File: src/rtl/muldiv_pkg.sv
// Purpose : shared encodings, FSM state type and sign helpers for the multiply/divide unit.
// Latency : n/a (types, constants and pure functions only).
// Backpressure: n/a.
package muldiv_pkg;

  // Helpers operate on a fixed wide vector so one definition serves any unit
  // width. Callers zero-extend into it and keep the low bits they need. The
  // unit uses the low 2*WIDTH bits, which supports WIDTH up to 63.
  localparam int MD_MAX_W = 128;
  typedef logic [MD_MAX_W-1:0] md_wide_t;

  // Bit 1 selects divide and bit 0 selects unsigned, so the datapath can
  // decode the op straight from these two bits.
  localparam logic [1:0] OP_MULT  = 2'b00;
  localparam logic [1:0] OP_MULTU = 2'b01;
  localparam logic [1:0] OP_DIV   = 2'b10;
  localparam logic [1:0] OP_DIVU  = 2'b11;

  typedef enum logic [1:0] {
    IDLE = 2'd0,
    RUN  = 2'd1,
    FIX  = 2'd2
  } md_state_t;

  // SPECIAL-opcode funct codes, used by the decoder to form `op`.
  localparam logic [5:0] FUNCT_MULT  = 6'b011000;
  localparam logic [5:0] FUNCT_MULTU = 6'b011001;
  localparam logic [5:0] FUNCT_DIV   = 6'b011010;
  localparam logic [5:0] FUNCT_DIVU  = 6'b011011;

  function automatic logic [1:0] md_funct_to_op(input logic [5:0] funct);
    logic [1:0] op;
    op = OP_MULT;
    case (funct)
      FUNCT_MULT:  op = OP_MULT;
      FUNCT_MULTU: op = OP_MULTU;
      FUNCT_DIV:   op = OP_DIV;
      FUNCT_DIVU:  op = OP_DIVU;
      default:     op = OP_MULT;
    endcase
    return op;
  endfunction

  // Two's-complement negate. The low w bits of the result are the w-bit
  // negation of the low w bits of x.
  function automatic md_wide_t md_neg(input md_wide_t x);
    return ~x + md_wide_t'(1);
  endfunction

  // Magnitude of a w-bit signed value held zero-extended in x.
  // The most negative value maps to itself, which reads correctly as unsigned.
  function automatic md_wide_t md_abs(input md_wide_t x, input int w);
    return x[w-1] ? md_neg(x) : x;
  endfunction

endpackage

File: src/rtl/muldiv_if.sv
// Purpose : issue / HI-LO bus between the execute stage and the multiply/divide unit.
// Latency : n/a (wires only).
// Backpressure: none on the bus. The core stalls on `busy` and must not issue while it is high.
// Ports   : master = core side (drives issue and MTHI/MTLO), slave = unit side (drives status and HI/LO).
interface muldiv_if #(
  parameter int WIDTH = 32
);
  logic             start;
  logic [1:0]       op;
  logic [WIDTH-1:0] rs_val;
  logic [WIDTH-1:0] rt_val;
  logic             mthi_en;
  logic             mtlo_en;
  logic [WIDTH-1:0] wdata;
  logic             busy;
  logic             done;
  logic             div_by_zero;
  logic [WIDTH-1:0] hi;
  logic [WIDTH-1:0] lo;

  modport master (
    output start, op, rs_val, rt_val, mthi_en, mtlo_en, wdata,
    input  busy, done, div_by_zero, hi, lo
  );

  modport slave (
    input  start, op, rs_val, rt_val, mthi_en, mtlo_en, wdata,
    output busy, done, div_by_zero, hi, lo
  );
endinterface

File: src/rtl/muldiv_step.sv
// Purpose : one radix-2 iteration: shift-add multiply or restoring divide on a 2*WIDTH accumulator.
// Latency : combinational.
// Backpressure: none.
// Ports   : i_is_div selects divide; i_bit is the next multiplier bit or dividend bit (MSB first);
//           i_a is the multiplicand; i_b is the divisor; i_acc is the current accumulator; o_acc is the next.
module muldiv_step #(
  parameter int WIDTH = 32
) (
  input  logic               i_is_div,
  input  logic               i_bit,
  input  logic [WIDTH-1:0]   i_a,
  input  logic [WIDTH-1:0]   i_b,
  input  logic [2*WIDTH-1:0] i_acc,
  output logic [2*WIDTH-1:0] o_acc
);
  logic [2*WIDTH-1:0] w_mul_acc;
  logic [WIDTH:0]     w_rem_sh;
  logic [WIDTH:0]     w_trial;

  // Multiply walks the multiplier MSB-first: acc = 2*acc + (bit ? a : 0).
  assign w_mul_acc = {i_acc[2*WIDTH-2:0], 1'b0} + (i_bit ? {{WIDTH{1'b0}}, i_a} : '0);

  // Divide: remainder lives in the upper half and the quotient shifts in at the
  // bottom. The remainder is always below the divisor, so one extra bit is
  // enough for the trial subtract, and bit WIDTH of the result is the borrow.
  assign w_rem_sh = {i_acc[2*WIDTH-1:WIDTH], i_bit};
  assign w_trial  = w_rem_sh - {1'b0, i_b};

  always_comb begin
    o_acc = w_mul_acc;
    if (i_is_div) begin
      if (!w_trial[WIDTH]) begin
        o_acc = {w_trial[WIDTH-1:0], i_acc[WIDTH-2:0], 1'b1};
      end else begin
        o_acc = {w_rem_sh[WIDTH-1:0], i_acc[WIDTH-2:0], 1'b0};
      end
    end
  end
endmodule

File: src/rtl/muldiv_unit.sv
// Purpose : iterative MULT/MULTU/DIV/DIVU with architectural HI/LO and MTHI/MTLO writes.
// Latency : WIDTH+1 edges from the start edge to the HI/LO update; `done` pulses in the following cycle.
// Backpressure: start is ignored while busy (no queueing); MTHI/MTLO are dropped while busy.
// Ports   : i_clk, i_rst_n (async, active low); md_if slave modport carries issue, MTHI/MTLO, busy/done/div_by_zero, hi/lo.
module muldiv_unit
  import muldiv_pkg::*;
#(
  parameter int WIDTH = 32
) (
  input  logic    i_clk,
  input  logic    i_rst_n,
  muldiv_if.slave md_if
);
  localparam int CW = $clog2(WIDTH);

  md_state_t          r_state;
  md_state_t          w_state_nxt;
  logic [CW-1:0]      r_cnt;
  logic [2*WIDTH-1:0] r_acc;
  logic [2*WIDTH-1:0] w_step_acc;
  logic [WIDTH-1:0]   r_a;
  logic [WIDTH-1:0]   r_b;
  logic [WIDTH-1:0]   r_hi;
  logic [WIDTH-1:0]   r_lo;
  logic [WIDTH-1:0]   w_fix_hi;
  logic [WIDTH-1:0]   w_fix_lo;
  logic               r_is_div;
  logic               r_neg_q;
  logic               r_neg_r;
  logic               r_dbz;
  logic               r_done;
  logic               r_dbz_pulse;
  logic               w_signed;
  logic               w_step_bit;
  md_wide_t           w_rs_abs;
  md_wide_t           w_rt_abs;
  md_wide_t           w_prod_neg;
  md_wide_t           w_quo_neg;
  md_wide_t           w_rem_neg;
  logic               w_unused;

  assign w_signed = ~md_if.op[0];
  assign w_rs_abs = md_abs(md_wide_t'(md_if.rs_val), WIDTH);
  assign w_rt_abs = md_abs(md_wide_t'(md_if.rt_val), WIDTH);

  // Only the low bits of the wide helper results are meaningful.
  assign w_unused = ^{w_rs_abs[MD_MAX_W-1:WIDTH], w_rt_abs[MD_MAX_W-1:WIDTH],
                      w_prod_neg[MD_MAX_W-1:2*WIDTH], w_quo_neg[MD_MAX_W-1:WIDTH],
                      w_rem_neg[MD_MAX_W-1:WIDTH]};

  // ---------------------------------------------------------------- FSM
  always_ff @(posedge i_clk or negedge i_rst_n) begin
    if (!i_rst_n) begin
      r_state <= IDLE;
    end else begin
      r_state <= w_state_nxt;
    end
  end

  always_comb begin
    w_state_nxt = r_state;
    case (r_state)
      IDLE:    if (md_if.start) w_state_nxt = RUN;
      RUN:     if (r_cnt == '0) w_state_nxt = FIX;
      FIX:     w_state_nxt = IDLE;
      default: w_state_nxt = IDLE;
    endcase
  end

  // ------------------------------------------------------------ datapath
  // Divide feeds dividend bits into the remainder; multiply scans multiplier bits.
  assign w_step_bit = r_is_div ? r_a[r_cnt] : r_b[r_cnt];

  muldiv_step #(.WIDTH(WIDTH)) u_step (
    .i_is_div (r_is_div),
    .i_bit    (w_step_bit),
    .i_a      (r_a),
    .i_b      (r_b),
    .i_acc    (r_acc),
    .o_acc    (w_step_acc)
  );

  assign w_prod_neg = md_neg(md_wide_t'(r_acc));
  assign w_quo_neg  = md_neg(md_wide_t'(r_acc[WIDTH-1:0]));
  assign w_rem_neg  = md_neg(md_wide_t'(r_acc[2*WIDTH-1:WIDTH]));

  // Sign correction. For divide by zero the restoring loop naturally leaves
  // |rs| as remainder, so re-applying the dividend sign recovers rs as issued;
  // only the quotient has to be forced.
  always_comb begin
    w_fix_hi = r_acc[2*WIDTH-1:WIDTH];
    w_fix_lo = r_acc[WIDTH-1:0];
    if (!r_is_div) begin
      if (r_neg_q) {w_fix_hi, w_fix_lo} = w_prod_neg[2*WIDTH-1:0];
    end else begin
      if (r_neg_q) w_fix_lo = w_quo_neg[WIDTH-1:0];
      if (r_neg_r) w_fix_hi = w_rem_neg[WIDTH-1:0];
      if (r_dbz)   w_fix_lo = '1;
    end
  end

  always_ff @(posedge i_clk or negedge i_rst_n) begin
    if (!i_rst_n) begin
      r_cnt       <= '0;
      r_acc       <= '0;
      r_a         <= '0;
      r_b         <= '0;
      r_hi        <= '0;
      r_lo        <= '0;
      r_is_div    <= 1'b0;
      r_neg_q     <= 1'b0;
      r_neg_r     <= 1'b0;
      r_dbz       <= 1'b0;
      r_done      <= 1'b0;
      r_dbz_pulse <= 1'b0;
    end else begin
      r_done      <= 1'b0;
      r_dbz_pulse <= 1'b0;
      case (r_state)
        IDLE: begin
          if (md_if.mthi_en) r_hi <= md_if.wdata;
          if (md_if.mtlo_en) r_lo <= md_if.wdata;
          if (md_if.start) begin
            r_is_div <= md_if.op[1];
            r_a      <= w_signed ? w_rs_abs[WIDTH-1:0] : md_if.rs_val;
            r_b      <= w_signed ? w_rt_abs[WIDTH-1:0] : md_if.rt_val;
            r_neg_q  <= w_signed & (md_if.rs_val[WIDTH-1] ^ md_if.rt_val[WIDTH-1]);
            r_neg_r  <= w_signed & md_if.rs_val[WIDTH-1];
            r_dbz    <= md_if.op[1] & (md_if.rt_val == '0);
            r_acc    <= '0;
            r_cnt    <= CW'(WIDTH - 1);
          end
        end
        RUN: begin
          r_acc <= w_step_acc;
          r_cnt <= r_cnt - CW'(1);
        end
        FIX: begin
          r_hi        <= w_fix_hi;
          r_lo        <= w_fix_lo;
          r_done      <= 1'b1;
          r_dbz_pulse <= r_dbz;
        end
        default: ;
      endcase
    end
  end

  assign md_if.busy        = (r_state != IDLE);
  assign md_if.done        = r_done;
  assign md_if.div_by_zero = r_dbz_pulse;
  assign md_if.hi          = r_hi;
  assign md_if.lo          = r_lo;
endmodule

File: src/flat_wrapper.sv
// flat-port wrapper written by rule: the top's interface ports become plain ports
module muldiv_unit_flat import muldiv_pkg::*;
#(
  parameter int WIDTH = 32
)
  (i_clk, i_rst_n, md_if_start, md_if_op, md_if_rs_val, md_if_rt_val, md_if_mthi_en, md_if_mtlo_en, md_if_wdata, md_if_busy, md_if_done, md_if_div_by_zero, md_if_hi, md_if_lo);
  muldiv_if #(.WIDTH(WIDTH)) md_if_i ();
  input  logic i_clk;
  input  logic i_rst_n;
  input wire logic [$bits(md_if_i.start)-1:0] md_if_start;
  input wire logic [$bits(md_if_i.op)-1:0] md_if_op;
  input wire logic [$bits(md_if_i.rs_val)-1:0] md_if_rs_val;
  input wire logic [$bits(md_if_i.rt_val)-1:0] md_if_rt_val;
  input wire logic [$bits(md_if_i.mthi_en)-1:0] md_if_mthi_en;
  input wire logic [$bits(md_if_i.mtlo_en)-1:0] md_if_mtlo_en;
  input wire logic [$bits(md_if_i.wdata)-1:0] md_if_wdata;
  output wire logic [$bits(md_if_i.busy)-1:0] md_if_busy;
  output wire logic [$bits(md_if_i.done)-1:0] md_if_done;
  output wire logic [$bits(md_if_i.div_by_zero)-1:0] md_if_div_by_zero;
  output wire logic [$bits(md_if_i.hi)-1:0] md_if_hi;
  output wire logic [$bits(md_if_i.lo)-1:0] md_if_lo;
  assign md_if_i.start = md_if_start;
  assign md_if_i.op = md_if_op;
  assign md_if_i.rs_val = md_if_rs_val;
  assign md_if_i.rt_val = md_if_rt_val;
  assign md_if_i.mthi_en = md_if_mthi_en;
  assign md_if_i.mtlo_en = md_if_mtlo_en;
  assign md_if_i.wdata = md_if_wdata;
  assign md_if_busy = md_if_i.busy;
  assign md_if_done = md_if_i.done;
  assign md_if_div_by_zero = md_if_i.div_by_zero;
  assign md_if_hi = md_if_i.hi;
  assign md_if_lo = md_if_i.lo;
  muldiv_unit #(.WIDTH(WIDTH)) u_core (.i_clk(i_clk), .i_rst_n(i_rst_n), .md_if(md_if_i));
endmodule
File: config.mk
export PLATFORM = sky130hd
export DESIGN_NAME = muldiv_unit_flat
export DESIGN_NICKNAME = d
export VERILOG_FILES = /design/src/rtl/muldiv_pkg.sv /design/src/rtl/muldiv_if.sv /design/src/rtl/muldiv_step.sv /design/src/rtl/muldiv_unit.sv /design/src/flat_wrapper.sv
export SDC_FILE = /design/constraint.sdc
export NUM_CORES = 1
export LEC_CHECK = 0
export BUFFER_PORTS_ARGS = -buffer_cell sky130_fd_sc_hd__buf_4
export CAP_MARGIN = 20
export CORE_ASPECT_RATIO = 0.6
export CORE_MARGIN = 5
export CORE_UTILIZATION = 32
export CTS_BUF_LIST = sky130_fd_sc_hd__clkbuf_2 sky130_fd_sc_hd__clkbuf_4 sky130_fd_sc_hd__clkbuf_8
export CTS_CLUSTER_DIAMETER = 200
export DETAILED_ROUTE_END_ITERATION = 8
export GPL_TIMING_DRIVEN = 0
export SLEW_MARGIN = 5
export SYNTH_ARGS = -nofsm -noshare
export SYNTH_HDL_FRONTEND = slang
export SYNTH_SLANG_ARGS = --single-unit
File: constraint.sdc
create_clock -name i_clk -period 13.2 [get_ports i_clk]
set_input_delay 2.64 -clock i_clk [delete_from_list [all_inputs] [get_ports i_clk]]
set_output_delay 2.64 -clock i_clk [all_outputs]
set_load 0.005 [all_outputs]
# Yosys cells after proc, flatten, opt, wreduce, memory -nomap -nowiden
# Index checks and enable logic that the tools add are counted.
# Widths: inputs -> output; s select.
totals:
  in_bits: 103
  ff_bits: 205
  elab_cells: 81
op_classes:
  n_bitwise: 10
  order_cmp: 1
  n_reduce_logical: 11
  n_eq_ne: 6
  addsub: 8
  n_mux: 32
ops:
  columns: ["operator", "count"]
  rows:
  - ["$mux 32", 14]
  - ["$mux 64", 3]
  - ["$add 32x1->32 const B", 4]
  - ["$not 32->32", 4]
  - ["$pmux 32 s2", 2]
  - ["$pmux 64 s2", 1]
  - ["$add 64x1->64 const B", 1]
  - ["$add 64x64->64", 1]
  - ["$not 64->64", 1]
  - ["$sub 33x32->33", 1]
  - ["$logic_not 32->1", 1]
  - ["$bmux 1 s5", 2]
  - ["$pmux 5 s2", 1]
  - ["$reduce_and 2->1", 5]
  - ["$lt 5x6->1 const B", 1]
  - ["$ne 2x2->1 const B", 3]
  - ["$reduce_bool 2->1", 3]
  - ["$logic_not 5->1", 1]
  - ["$mux 1", 5]
  - ["$mux 5", 1]
  - ["$sub 5x1->5 const B", 1]
  - ["$mux 2", 2]
  - ["$pmux 2 s2", 1]
  - ["$and 1x1->1", 3]
  - ["other kinds (6)", 6]

# Depth between registers and ports, before layout
# Gate-level depths: netlist of the first run.
logic_depth:
  ltp_word: 7
  depth_mapped: 21
  ltp_nobuf: 17

# Cells and area by module
# From an unflattened synthesis of the first run, not the netlist that was laid out.
hier_totals:
  hier_cells: 2155
  hier_area_um2: 17110.2
by_module_without_submodules:
  columns: ["mod", "instances", "cells_each", "area_each_um2"]
  rows:
  - ["muldiv_unit", 1, 1350, 11957.7]
  - ["muldiv_step", 1, 805, 5152.4]

# Least setup slack after synthesis of the first run
# OpenSTA, ideal clock, no wires.
synth_path:
  path_type: "register to register"
  startpoint: "reg u_core.r_cnt[0]"
  endpoint: "reg u_core.r_acc[39]"
  slack_ns: 7.706
  arrival_ns: 5.359
  t_required_ns: 13.065
  n_path_buf: 2
  synth_period_minus_slack_ns: 5.494
  path_stages_with_launch: 19
  setup_ns: 0.135
  cell_sequence: "dfrtp_1 -> clkbuf_1 -> mux4_2 -> mux4_2 -> mux2_2 -> o21ai_1 -> clkbuf_1 -> nor2_1 -> ha_1 -> fa_1 -> a211oi_1 -> o21bai_1 -> a221oi_1 -> o211ai_1 -> a21oi_1 -> nor2_1 -> xnor2_1 -> a22oi_1 -> o21ai_0"
synth_via:
  elab_chain_cells: 7
  elab_cells_between_ends: 11
  cone_classes: "2 x add/sub; 9 x mux"
synth_rtl:
  columns: ["item", "line_no", "text"]
  rows:
  - ["start: declaration", "muldiv_unit.sv:18", "logic [CW-1:0] r_cnt;"]
  - ["start signal: assignment", "muldiv_unit.sv:131", "r_cnt <= CW'(WIDTH - 1);"]
  - ["start signal: assignment", "muldiv_unit.sv:136", "r_cnt <= r_cnt - CW'(1);"]
  - ["$bmux 1 s5", "muldiv_unit.sv:72", "assign w_step_bit = r_is_div ? r_a[r_cnt] : r_b[r_cnt];"]
  - ["$mux 1 (implied by the code)", "muldiv_unit.sv:72", null]
  - ["$mux 1 *", "muldiv_unit.sv:72", null]
  - ["$mux 32 or $sub 33x32->33 (tied branches)", "muldiv_step.sv:21, muldiv_step.sv:27", null]
  - ["$add 64x64->64 or $mux 64 (tied branches)", "muldiv_step.sv:21, muldiv_step.sv:32", null]
  - ["$mux 64 *", "muldiv_step.sv:31", "if (i_is_div) begin"]
  - ["$pmux 64 s2 *", "muldiv_unit.sv:119", "case (r_state)"]
  - ["end signal: assignment", "muldiv_unit.sv:135", "r_acc <= w_step_acc;"]
  - ["end: declaration", "muldiv_unit.sv:19", "logic [2*WIDTH-1:0] r_acc;"]
# Mark *: on every way between the ends. The rest lies on a longest branch, timed or not. The select of a mux whose other input is x is not followed.
# A chain may end at the register's enable or synchronous reset.

# Worst setup path in the final report of the first run
layout_path:
  startpoint: "reg u_core.r_cnt[0]"
  endpoint: "reg u_core.r_acc[53]"
# Same word-level chain as after synthesis.

==> results of run 1 <==
==> synthesized netlist by cell type, drive strengths merged (15+ instances only) <==
master    n  area share [%]
nand2b   21            0.80
nand4    19            0.72
xnor2   127             6.8
o22ai    42             1.6
a21oi   146             4.5
mux2i    22             1.3
inv     111             2.5
or3      23            0.90
mux4     20             2.7
nor2    141             3.3
dfrtp   205              31
o21ai   237             7.2
nand3    41             1.3
nor3     39             1.2
nand2   243             5.5
clkbuf  117             2.7
ha       70             5.3
nor4     27             1.0
and2     15            0.57
a21o     27             1.2
o31ai    26             1.2
xor2     72             3.8
a22oi    31             1.4
buf      16            0.51
==> sequential cells by signal, indices dropped and copies added, names as in the netlist <==
signal                    cells
u_core.md_if.hi              32
u_core.md_if.lo              32
u_core.r_neg_r                1
u_core.md_if.div_by_zero      1
u_core.r_cnt                  5
u_core.r_state                2
u_core.r_b                   32
u_core.r_neg_q                1
u_core.r_a                   32
u_core.r_is_div               1
u_core.md_if.done             1
u_core.r_dbz                  1
u_core.r_acc                 64
==> area by class of cell <==
type | count | share of cell area, %
multi-input cells | 1602 | 53.8
flip-flops and latches | 205 | 26.5
repair buffers | 170 | 6.74
well taps | 693 | 4.48
clock buffers | 52 | 3.38
plain buffers | 133 | 2.70
inverters | 111 | 2.15
clock inverters | 6 | 0.259
==> where the power goes <==
part	switching [W]	leakage, nW	internal, W	total (W)
logic	0.00244	5.14	0.00148	0.00392
registers	0.000388	2.54	0.000932	0.00132
clock network	0.000294	0.368	0.000318	0.000612
total	0.00312	8.05	0.00273	0.00586
==> worst min-delay path: stages, from the launching register on <==
cell and delay [ps]:
dfrtp_1 350, nand2_1 50, o21ai_0 60
==> worst min path at each step <==
stage | startpoint | end | slack [ps] | cells past startpoint
after floorplan | u_core.r_a[10]$_DFFE_PN0P_ | u_core.r_a[10]$_DFFE_PN0P_ | 470 | 2
after CTS | u_core.md_if.lo[30]$_DFFE_PN0P_ | u_core.md_if.lo[30]$_DFFE_PN0P_ | 490 | 2
after detailed placement | u_core.md_if.lo[30]$_DFFE_PN0P_ | u_core.md_if.lo[30]$_DFFE_PN0P_ | 480 | 2
after global routing | u_core.md_if.lo[28]$_DFFE_PN0P_ | u_core.md_if.lo[28]$_DFFE_PN0P_ | 500 | 2
after global placement | u_core.md_if.lo[29]$_DFFE_PN0P_ | u_core.md_if.lo[29]$_DFFE_PN0P_ | 470 | 2
final | u_core.md_if.lo[30]$_DFFE_PN0P_ | u_core.md_if.lo[30]$_DFFE_PN0P_ | 490 | 2
==> cell families after synthesis <==
group | after synthesis | share of synthesized area (%)
compound gates | 652 | 24.4
simple gates | 632 | 18.1
buf+inv | 244 | 5.71
flops | 205 | 31.2
xor+xnor | 199 | 10.6
fa+ha+maj | 72 | 5.56
mux | 47 | 4.41
==> per-layer routing <==
metal  vias to the layer above  part of all wire, %  routed length, µm  GRT usage (%)
li1                       7777                    -                  -              -
met1                      8294                   50              33500           37.7
met2                       915                   36              24100           28.9
met3                        70                   13               8650           7.61
met4                         2                  1.4                910           3.46
met5                         -                0.019                 13              0
==> stage by stage <==
step	area (µm²)	utilization, %	hold slack (ps)	power [W]
after global routing	19300	38.0	504	0.00626
after global placement	18600	36.5	475	0.00506
final	19300	38.0	487	0.00586
after floorplan	16500	-	466	0.00375
after detailed placement	18600	36.6	476	0.00511
after CTS	19300	38.0	490	0.00574
==> impl_metrics.csv, run 1 <==
group,metric,value,unit
setup_path,worstPathCellList,"clkbuf_1 -> mux4_2 -> mux4_2 -> mux2_2 -> o21ai_1 -> clkbuf_1 -> nor2_1 -> ha_1 -> fa_1 -> a211oi_1 -> o21bai_1 -> a221oi_1 -> o211ai_1 -> a21oi_1 -> nor2_1 -> nand3_1 -> xnor2_1 -> o221ai_1",
drt,detail-route-antenna-nets,0,
run_status,status,"complete, no violations",
setup_path,critPathRequiredTime,13620,ps
timing,setup_tns,0,ps
layout,num-nets-final,2433,
place,io_buffer_count,169,
setup_path,ff2ff_path_depth,18,
timing,max_freq,0.128,GHz
clocking,cts_resized,0,
timing,period_share,59.1,%
setup_path,path_max_fanout,10,
layout,final_common_cell,"nand2_1",
global_routing,antenna_found_initial,1,
timing,rsz0062_at_grt,"no",
yosys,ys_seq_area_share,31.2,%
clocking,cts-root-buf,"clkbuf_8",
layout,area_growth,17.5,%
setup_path,critPathTopFamily,"compound AO/OA/AOI/OAI gates",
global_routing,grt_overflow_total,0,
die,die_area,56200,µm²
die,coreArea,50900,µm²
place,place_hpwl,54200,µm
place,dpl_worst_slack,5620,ps
drt,route.detailed.drc,0,
place,place_inst,2914,
drt,first_pass_iters,5,
yosys,ys.warnings.count,0,
layout,seq_area,5130,µm²
yosys,synth-async-reset-ratio,100,%
setup_path,setup.worst_path.class,"flip-flop to flip-flop",
layout,most-common-layout-cells,"nand2_1 (243), o21ai_0 (222), dfrtp_1 (205)",
layout,num_antenna_cells,0,
clocking,clock_latency,580,ps
power,ir_worst_vdd,0.0000966,V
power,powerDensity,303,nW/µm²
layout,multi_input_area,10400,µm²
setup_path,cp_slowest_cell,"a21oi_1",
die,rows,64,
clocking,cts_tree,"yes",
timing,setup_violations,0,
clocking,clock_sinks,205,
setup_path,arrival,8220,ps
clocking,cts_hold_buffers,0,
power,p_leak,8.05,nW
setup_path,worstReg2RegEnd,"u_core.r_acc[53]$_DFFE_PN0P_",
global_routing,grt_first_pass_wirelength,100000,µm
die,dieHeight,186,µm
layout,final.fill_count,5315,
die,io_pins,170,
timing,period_needed,7810,ps
clocking,clockBufferDepth,3,
setup_path,start_kind,"flip-flop",
setup_path,slowest_delay,920,ps
setup_path,r2r-start,"u_core.r_cnt[0]$_DFFE_PN0P_",
global_routing,grt_usage,23.1,%
layout,drive_above_1_share,12.3,%
clocking,ctsHtreeMaxLevel,2,
yosys,synth_nets,2226,
min_path,min_path_type,"flip-flop to flip-flop",
timing,tightest_slew,1100,ps
yosys,ys_dominant_reg_cell,"dfrtp_1",
die,die_x,303,µm
run,cap_violations,0,
drt,wl_per_cell,22.6,µm
layout,final_cells,2972,
timing,max_slew_margin,26.8,%
setup_path,regToRegSetupSlack,5390,ps
clocking,cts_buffers,35,
yosys,syn_avg_cell_area,8.03,µm²
global_routing,grt_pass1_vias,15800,
setup_path,cp.depth,18,
timing,drv_slew,0,
setup_path,cp-endpoint,"u_core.r_acc[53]$_DFFE_PN0P_",
timing,hold_viol_final,0,
die,initial_core_util,32.3,%
clocking,path_clk_slew,60,ps
drt,vias_per_cell,5.74,
setup_path,cp_num_buf_inv,2,
drt,vias,17100,
yosys,synth.cell_area,16500,µm²
drt,drt-initial-drc-count,1845,
yosys,ys_types,84,
drt,finalWirelength,67200,µm
yosys,ys_ff_latch,205,
global_routing,grt_max_degree,105,
timing,skew,45.5,ps
clocking,cts_setup_buffers,0,
place,place.gp.congestion,0.977,
timing,worst_slack,5390,ps
setup_path,end_kind,"flip-flop",
yosys,synth_cells,2051,
setup_path,startpoint,"u_core.r_cnt[0]$_DFFE_PN0P_",
yosys,synth_edf_count,0,
Note: power is estimated with default switching activity, not from simulation.
==> run 2, diff against run 1 <==
ABC_AREA = 1   (was not set)
clock period = 7.8 ns   (was 13.2 ns; I/O delays follow)
==> run 2 against run 1 <==
Against the previous run: design area increased by 24%; sequential cell count unchanged; core utilization fell by 0.63 points; critical endpoint is now u_core.r_acc[58]$_DFFE_PN0P_; register-to-register slack lost 2400 ps; critical path type unchanged; count of clock-buffer cells in the layout up 4; non-clock buffer count down 5.
==> impl_metrics.csv, run 2 <==
group,metric,value,unit
drt,wl_per_cell,21.0,µm
min_path,min_path_type,"flip-flop to flip-flop",
drt,vias,25100,
setup_path,cp.depth,27,
timing,period_needed,4850,ps
global_routing,use_met2,34.4,%
layout,final.fill_count,7185,
clocking,cts_resized,0,
drt,finalWirelength,99400,µm
global_routing,top_usage_layer,"met1",
clocking,clockBufferDepth,3,
setup_path,regToRegSetupSlack,2950,ps
place,place_hpwl,82600,µm
run,cap_violations,0,
yosys,yosysMostFrequentCell,"nand2_1",
yosys,synth.cell_area,20800,µm²
timing,whs,480,ps
power,powerDensity,554,nW/µm²
setup_path,setup.worst_path.class,"flip-flop to flip-flop",
place,io_buffer_count,169,
timing,tightest_slew,1240,ps
die,rows,72,
setup_path,crit_path_frequent_cell,"nand2_1",
yosys,ys_types,53,
layout,area_growth,15.5,%
clocking,path_clk_slew,70,ps
global_routing,grt_usage,27.1,%
drt,vias_per_cell,5.30,
global_routing,grt_max_degree,105,
timing,period_share,62.1,%
yosys,synth-async-reset-ratio,100,%
min_path,hold_end,"u_core.r_b[31]$_DFFE_PN0P_",
setup_path,worstReg2RegEnd,"u_core.r_acc[58]$_DFFE_PN0P_",
die,coreArea,64400,µm²
clocking,cts_hold_buffers,0,
timing,hold_viol_final,0,
die,die_area,70400,µm²
layout,regMostFlops,"u_core.r_acc",
global_routing,grt_overflow_total,0,
setup_path,critPathTopFamily,"simple AND/OR/NAND/NOR gates",
clocking,clock_sinks,205,
setup_path,slowest_delay,560,ps
layout,largest_reg_flops,64,
layout,final_common_cell,"nand2_1",
die,dieHeight,208,µm
yosys,synth_nets,3828,
layout,most-common-layout-cells,"nand2_1 (1197), inv_1 (561), nor2_1 (436)",
die,initial_core_util,32.3,%
layout,num-nets-final,4037,
setup_path,start_kind,"flip-flop",
setup_path,ff2ff_path_depth,27,
drt,drt-initial-drc-count,3669,
clocking,ctsHtreeMaxLevel,2,
power,ir_worst_vdd,0.000209,V
timing,max_slew_margin,17.4,%
place,place.gp.congestion,1.03,
yosys,syn_avg_cell_area,5.70,µm²
die,io_pins,170,
yosys,ys_dominant_reg_cell,"dfrtp_1",
yosys,synth_edf_count,0,
timing,drv_slew,0,
yosys,ys_ff_latch,205,
power,p_leak,12.7,nW
timing,skew,31.8,ps
layout,drive_above_1_share,8.87,%
timing,max_freq,0.206,GHz
setup_path,critPathRequiredTime,8280,ps
setup_path,arrival,5330,ps
drt,first_pass_iters,6,
yosys,ys_seq_area_share,24.6,%
clocking,clock_latency,600,ps
global_routing,met3_usage,8.96,%
setup_path,path_max_fanout,10,
yosys,yosysTopAreaCellShare,24.6,%
yosys,ys.warnings.count,0,
timing,setup_violations,0,
clocking,cts-root-buf,"clkbuf_8",
timing,rsz0062_at_grt,"no",
yosys,synth_cells,3653,
yosys,yosysTopAreaCell,"dfrtp_1",
global_routing,antenna_found_initial,0,
global_routing,grt_pass1_vias,22400,
yosys,synthTopCellsByCount,"nand2_1 (1197), inv_1 (561), nor2_1 (436)",
min_path,min_from,"u_core.r_b[31]$_DFFE_PN0P_",
drt,detail-route-antenna-nets,0,
global_routing,grt_first_pass_wirelength,146000,µm
timing,setup_tns,0,ps
run_status,status,"complete, no violations",
die,die_x,339,µm
setup_path,end_kind,"flip-flop",
yosys,synth_area_leaders,"dfrtp_1 (25%), nand2_1 (22%), inv_1 (10%)",
drt,route.detailed.drc,0,
clocking,cts_setup_buffers,0,
clocking,cts_buffers,36,
global_routing,grtUsageMet1,44.0,%
setup_path,cp_slowest_cell,"o21ai_0",
min_path,whs_path_depth,2,
setup_path,cp_num_buf_inv,7,
clocking,cts_tree,"yes",
setup_path,r2r-start,"u_core.r_cnt[0]$_DFFE_PN0P_",
## run 2: cell count changes in the layout (fill, tap and decap cells not counted), sizes merged, moves of 32 or more
| cell | before | now |
|---|---|---|
| nand3 | 41 | 388 |
| clkbuf | 169 | 122 |
| nand2 | 243 | 1211 |
| inv | 112 | 570 |
| buf | 186 | 232 |
| nor2 | 141 | 445 |
| o22ai | 42 | 10 |
| xnor2 | 127 | 17 |
## run 2: per-layer routing
| layer | up-vias | part of all wire (%) |
|---|---|---|
| met5 | - | 0 |
| li1 | 11900 | - |
| met1 | 11700 | 49 |
| met2 | 1403 | 36 |
| met3 | 79 | 14 |
| met4 | 0 | 1.2 |
## run 2: area by class of cell
class | count | area, µm² | share of cell area (%)
well taps | 851 | 1060 | 4.43
diodes | 1 | 2.50 | 0.0104
clock buffers | 56 | 708 | 2.94
plain buffers | 127 | 579 | 2.41
repair buffers | 171 | 1330 | 5.53
clock inverters | 8 | 128 | 0.531
inverters | 570 | 2140 | 8.89
multi-input cells | 2751 | 13000 | 53.9
flip-flops and latches | 205 | 5130 | 21.3
## run 2: stage by stage
step                instance area [µm²]  utilization [%]  worst slack (ps)  instances  power (W)
floorplan                         20800                -              4490       3653    0.00828
global placement                  23200             35.9              3140       4673     0.0117
detailed placement                23200             36.0              3140       4675     0.0117
CTS                               24100             37.3              3130       4739     0.0130
global route                      24100             37.3              2500       4739     0.0144
finish                            24100             37.3              2950       4740     0.0133
## run 2: worst max-delay path by stage
stage,startpoint,endpoint,slack [ps]
3_3_place_gp,u_core.r_cnt[0]$_DFFE_PN0P_,u_core.r_acc[0]$_DFFE_PN0P_,3140
6_report,u_core.r_cnt[0]$_DFFE_PN0P_,u_core.r_acc[58]$_DFFE_PN0P_,2950
3_5_place_dp,u_core.r_cnt[0]$_DFFE_PN0P_,u_core.r_acc[0]$_DFFE_PN0P_,3140
2_1_floorplan,u_core.r_cnt[0]$_DFFE_PN0P_,u_core.r_acc[38]$_DFFE_PN0P_,4490
4_1_cts,u_core.r_cnt[0]$_DFFE_PN0P_,u_core.r_acc[0]$_DFFE_PN0P_,3130
5_1_grt,u_core.r_cnt[0]$_DFFE_PN0P_,u_core.r_acc[58]$_DFFE_PN0P_,2500
## run 2: tightest hold or removal path: stages (launching register included)
cell and delay (ps):
dfrtp_1 340, nand2_1 60, nand2_1 50
## run 2: kinds of logic (layout without fill, tap and decap cells)
logic type	count (synthesis)	count (layout)	synth area share (%)
buf+inv	697	932	13.1
compound gates	444	444	11.6
other cells	0	1	0
simple gates	2169	2169	43.5
flops	205	205	24.6
fa+ha+maj	72	72	4.40
xor+xnor	66	66	2.78
## run 2: power breakdown
part           internal, W  switching (W)
registers          0.00163       0.000549
logic              0.00298        0.00697
clock network     0.000682       0.000524
total              0.00529        0.00805
